### src/rtl/slurmboy_pkg.sv
// rtl/slurmboy_pkg.sv - shared types and constants for the slurmboy memory arbiter
package slurmboy_pkg;

  typedef enum logic [1:0] {
    IDLE   = 2'd0,
    ACCESS = 2'd1,
    RESP   = 2'd2
  } arb_state_t;

  localparam logic MST_CPU = 1'b0;
  localparam logic MST_AUX = 1'b1;

endpackage

### src/rtl/slurmboy_rr_arb2.sv
// rtl/slurmboy_rr_arb2.sv - combinational two-way round-robin pick
module slurmboy_rr_arb2
  import slurmboy_pkg::*;
(
  input  logic [1:0] req,
  input  logic       last_grant,
  output logic       grant
);

  // On a tie the master that was not served last goes next.
  always_comb begin
    grant = MST_CPU;
    if (req == 2'b11) begin
      grant = ~last_grant;
    end else if (req[1]) begin
      grant = MST_AUX;
    end
  end

endmodule

### src/rtl/slurmboy_mem_arbiter.sv
// rtl/slurmboy_mem_arbiter.sv - two-master round-robin arbiter in front of the single-port RAM
module slurmboy_mem_arbiter
  import slurmboy_pkg::*;
#(
  parameter int ADDR_W = 12
) (
  input  logic              CLK,
  input  logic              RST,
  input  logic              m0_valid,
  input  logic [31:0]       m0_addr,
  input  logic [31:0]       m0_wdata,
  input  logic [3:0]        m0_wstrb,
  output logic              m0_ready,
  output logic [31:0]       m0_rdata,
  input  logic              m1_valid,
  input  logic [31:0]       m1_addr,
  input  logic [31:0]       m1_wdata,
  input  logic [3:0]        m1_wstrb,
  output logic              m1_ready,
  output logic [31:0]       m1_rdata,
  output logic              ram_en,
  output logic [3:0]        ram_we,
  output logic [ADDR_W-1:0] ram_addr,
  output logic [31:0]       ram_wdata,
  input  logic [31:0]       ram_rdata
);

  arb_state_t        state_q, state_d;
  logic              grant_q, grant_d;
  logic              last_grant_q, last_grant_d;
  logic              ram_en_q, ram_en_d;
  logic [3:0]        ram_we_q, ram_we_d;
  logic [ADDR_W-1:0] ram_addr_q, ram_addr_d;
  logic [31:0]       ram_wdata_q, ram_wdata_d;
  logic              pick;
  logic              resp;

  // Byte-lane and out-of-range address bits are deliberately dropped (aliasing).
  logic unused_addr_bits;
  assign unused_addr_bits = ^{m0_addr[31:ADDR_W+2], m0_addr[1:0],
                              m1_addr[31:ADDR_W+2], m1_addr[1:0]};

  slurmboy_rr_arb2 u_rr (
    .req        ({m1_valid, m0_valid}),
    .last_grant (last_grant_q),
    .grant      (pick)
  );

  always_comb begin
    state_d      = state_q;
    grant_d      = grant_q;
    last_grant_d = last_grant_q;
    ram_en_d     = ram_en_q;
    ram_we_d     = ram_we_q;
    ram_addr_d   = ram_addr_q;
    ram_wdata_d  = ram_wdata_q;
    case (state_q)
      IDLE: begin
        if (m0_valid || m1_valid) begin
          state_d      = ACCESS;
          grant_d      = pick;
          last_grant_d = pick;
          ram_en_d     = 1'b1;
          ram_we_d     = pick ? m1_wstrb : m0_wstrb;
          ram_addr_d   = pick ? m1_addr[ADDR_W+1:2] : m0_addr[ADDR_W+1:2];
          ram_wdata_d  = pick ? m1_wdata : m0_wdata;
        end
      end
      ACCESS: begin
        state_d  = RESP;
        ram_en_d = 1'b0;
        ram_we_d = 4'b0000;
      end
      RESP: begin
        state_d = IDLE;
      end
      default: begin
        state_d = IDLE;
      end
    endcase
  end

  always_ff @(posedge CLK or posedge RST) begin
    if (RST) begin
      state_q      <= IDLE;
      grant_q      <= MST_CPU;
      last_grant_q <= MST_AUX;
      ram_en_q     <= 1'b0;
      ram_we_q     <= 4'b0000;
      ram_addr_q   <= '0;
      ram_wdata_q  <= '0;
    end else begin
      state_q      <= state_d;
      grant_q      <= grant_d;
      last_grant_q <= last_grant_d;
      ram_en_q     <= ram_en_d;
      ram_we_q     <= ram_we_d;
      ram_addr_q   <= ram_addr_d;
      ram_wdata_q  <= ram_wdata_d;
    end
  end

  assign ram_en    = ram_en_q;
  assign ram_we    = ram_we_q;
  assign ram_addr  = ram_addr_q;
  assign ram_wdata = ram_wdata_q;

  // The RAM's registered read data lines up with the RESP cycle.
  assign resp     = (state_q == RESP);
  assign m0_ready = resp && (grant_q == MST_CPU);
  assign m1_ready = resp && (grant_q == MST_AUX);
  assign m0_rdata = m0_ready ? ram_rdata : 32'h0;
  assign m1_rdata = m1_ready ? ram_rdata : 32'h0;

endmodule

### config.mk
export PLATFORM = sky130hd
export DESIGN_NAME = slurmboy_mem_arbiter
export DESIGN_NICKNAME = d
export VERILOG_FILES = /design/src/rtl/slurmboy_pkg.sv /design/src/rtl/slurmboy_rr_arb2.sv /design/src/rtl/slurmboy_mem_arbiter.sv
export SDC_FILE = /design/constraint.sdc
export NUM_CORES = 1
export LEC_CHECK = 0
export BUFFER_PORTS_ARGS = -buffer_cell sky130_fd_sc_hd__buf_2
export CORE_AREA = 2 2 111 113
export CTS_CLUSTER_SIZE = 16
export DETAILED_ROUTE_END_ITERATION = 8
export DIE_AREA = 0 0 113 115
export GPL_TIMING_DRIVEN = 0
export PLACE_DENSITY = 0.62
export SLEW_MARGIN = 15
export SYNTH_ARGS = -nofsm -noshare
export SYNTH_HDL_FRONTEND = slang
export SYNTH_HIERARCHICAL = 1
export SYNTH_SLANG_ARGS = --single-unit
### constraint.sdc
create_clock -name CLK -period 2.8 [get_ports CLK]
set_clock_uncertainty 0.05 [all_clocks]
set_input_delay 0.7 -clock CLK [delete_from_list [all_inputs] [get_ports CLK]]
set_output_delay 0.7 -clock CLK [all_outputs]
set_load 0.01 [all_outputs]
==> metrics.yaml <==
detailed_routing:
  wl_mm: 9.36
  drt.antenna.violating_nets: 0
  via_per_inst: 4.30
  drcViolationCount: 20
  drt_pass1_iterations: 6
  drt_iter0_markers: 61
  wire_per_inst_microns: 14.4
  via_count: 2786
logic_synthesis:
  synth-compound-area-share_pct: 0.612
  yosys_warnings: 6
  synth_cells: 245
  synth.area.mux_share_pct: 36.2
  synth_xor_xnor_area_share_pct: 0
  synth_top_family_by_area: "multiplexers"
  syn_nets: 417
  synth-simple-area-share_pct: 15.1
  synth_cell_types: 19
  ys_seq_area_share_pct: 43.3
  synth_seq_cells: 53
  synth.avg_cell_area_sq_um: 12.5
  synth-adder-area-share_pct: 0
  netlist_area_sq_um: 3070
run_status:
  outcome: "finished, violations left"
  violations: "design-rule violations"
pwr:
  power_density_nw_per_um2: 889
  max-vdd-ir-drop_mv: 0.387
  leakagePower_nw: 2.50
  p_total_mw: 4.15
place:
  placed_area_sq_um: 4500
  gp_congestion: 0.790
  dpl.hpwl_mm: 7.81
  portBuffers: 246
worst_hold_path:
  hold_class: "reg2reg"
clocking:
  htree_levels: 2
  cts_tree: "done"
  insertion_delay_ps: 290
  clock_sinks: 53
  cts_resized: 0
  path_clk_slew_ps: 70
  ctsHoldBuffers: 0
  cts_root_buf: "clkbuf_16"
  post-cts-setup-buffers: 0
  clock_path_buffers: 2
  cts_buffers: 5
global_routing:
  antenna_found_initial: 1
  use_met1_pct: 14.8
  overflow: 0
  grt_pass1_wl_mm: 14.1
  top_usage_layer: "met2"
  grt_use_met3_pct: 3.37
  first_global_vias: 2809
  track_usage_pct: 13.8
  grt_max_degree: 30
  use_met2_pct: 27.0
setup_path:
  startpoint_type: "register"
  critPathArrivalTime_ps: 1780
  end_kind: "output port"
  path_max_fanout: 10
  cp.required_ps: 2050
  path_class: "reg2out"
floorplan:
  core_area_sq_um: 11800
  fp.dieW_microns: 113
  rows: 40
  io_pins: 287
  initial_core_util_pct: 26.0
  die_area_sq_um: 13000
  die_h_microns: 115
sta:
  slew_viol_final: 0
  tightest_slew_ps: 651
  finalCritPeriodShare_pct: 90.3
  fmax_mhz: 395
  finalSetupViolations: 0
  period_needed_ps: 2530
  tns_ps: 0
  rsz0062_at_grt: "no"
  finalHoldViolCount: 0
  slew_headroom_pct: 56.6
layout:
  nets: 671
  fin_area_sq_um: 4670
  final_cell_mix: "buf_2 (247), mux2_2 (84), and2_1 (64)"
  area_delta_synth_final_pct: 52.4
  utilization_pct: 39.6
  final_layout_size_suffix_gt1_share_pct: 71.8
  fillers: 1162
  final_common_cell: "buf_2"
job:
  drv_cap: 0
==> cells in the mapped netlist <==
cell / number / share of area [%]
mux2_2: 84 / 31
and2_1: 64 / 13
dfrtp_1: 52 / 42
buf_6: 10 / 3.7
mux2i_1: 8 / 2.6
clkbuf_1: 6 / 0.73
mux2_4: 4 / 2.0
nand2_1: 4 / 0.49
inv_1: 2 / 0.24
mux2_1: 2 / 0.73
a21boi_2: 1 / 0.37
a21o_1: 1 / 0.24
and3b_1: 1 / 0.29
buf_2: 1 / 0.16
dfstp_2: 1 / 0.86
nand2b_1: 1 / 0.20
nor2_1: 1 / 0.12
nor3_4: 1 / 0.53
nor3b_2: 1 / 0.41
==> flip-flops by register name, summed over array words and instances (netlist names) <==
| signal | count |
|---|---|
| ram_addr | 12 |
| ram_we | 4 |
| grant_q | 1 |
| last_grant_q | 1 |
| state_q | 2 |
| ram_en | 1 |
| ram_wdata | 32 |
==> cells by family (layout without fill, tap and decap cells) <==
logic type             Yosys count  count (layout)
buffers and inverters           19             274
AND/OR/NAND/NOR                 73              73
multiplexers                    98              98
other                            0               1
AO/OA/AOI/OAI                    2               2
flip-flops                      53              53
==> cell type report <==
type / count / area, sq um / area share (%)
diodes: 1 / 2.50 / 0.0536
plain buffers: 17 / 140 / 3.00
clock buffers: 5 / 125 / 2.68
clock inverters: 3 / 43.8 / 0.937
inverters: 2 / 7.51 / 0.161
multi-input cells: 173 / 1590 / 34.0
flip-flops and latches: 53 / 1330 / 28.4
well taps: 147 / 184 / 3.94
repair buffers: 247 / 1250 / 26.8
==> routing by layer <==
| metal | routed length [microns] | vias up |
|---|---|---|
| met3 | 738 | 6 |
| li1 | - | 1333 |
| met1 | 3380 | 1305 |
| met2 | 5120 | 142 |
| met5 | 0 | - |
| met4 | 116 | 0 |
==> critical path, cell delays in order, from the launching register on <==
cell	delay (ps)
dfrtp_1	440
nor3b_2	390
clkbuf_1	350
and2_1	180
buf_2	140
==> report_power, final <==
group	leakage, nW	switching [mW]	internal [mW]	total [mW]
Sequential	0.621	0.202	1.16	1.37
Combinational	1.79	0.969	1.12	2.08
Clock	0.0842	0.280	0.424	0.704
Total	2.50	1.45	2.70	4.15
==> stage by stage <==
step | instances | hold slack, ps | setup WS [ps]
6_report | 648 | 422 | 271
5_1_grt | 648 | 458 | 153
2_1_floorplan | 245 | 446 | 765
3_5_place_dp | 639 | 410 | 553
3_3_place_gp | 638 | 407 | -50.6
4_1_cts | 647 | 425 | 224
==> final timing paths <==
kind	startpoint	to	slack (ps)	depth (start not counted)
worst max-delay path	state_q[0]$_DFFE_PP0P_	m0_rdata[7]	270	4
worst min-delay path	ram_en$_DFFE_PP0P_	ram_en$_DFFE_PP0P_	420	1
worst max register to register	state_q[0]$_DFFE_PP0P_	ram_wdata[11]$_DFFE_PP0P_	1130	3
worst min register to register	ram_en$_DFFE_PP0P_	ram_en$_DFFE_PP0P_	420	1
max in group asynchronous	RST	ram_wdata[3]$_DFFE_PP0P_	1680	3
min in group asynchronous	RST	ram_addr[3]$_DFFE_PP0P_	450	2
Power figures use the tool's default switching activity.
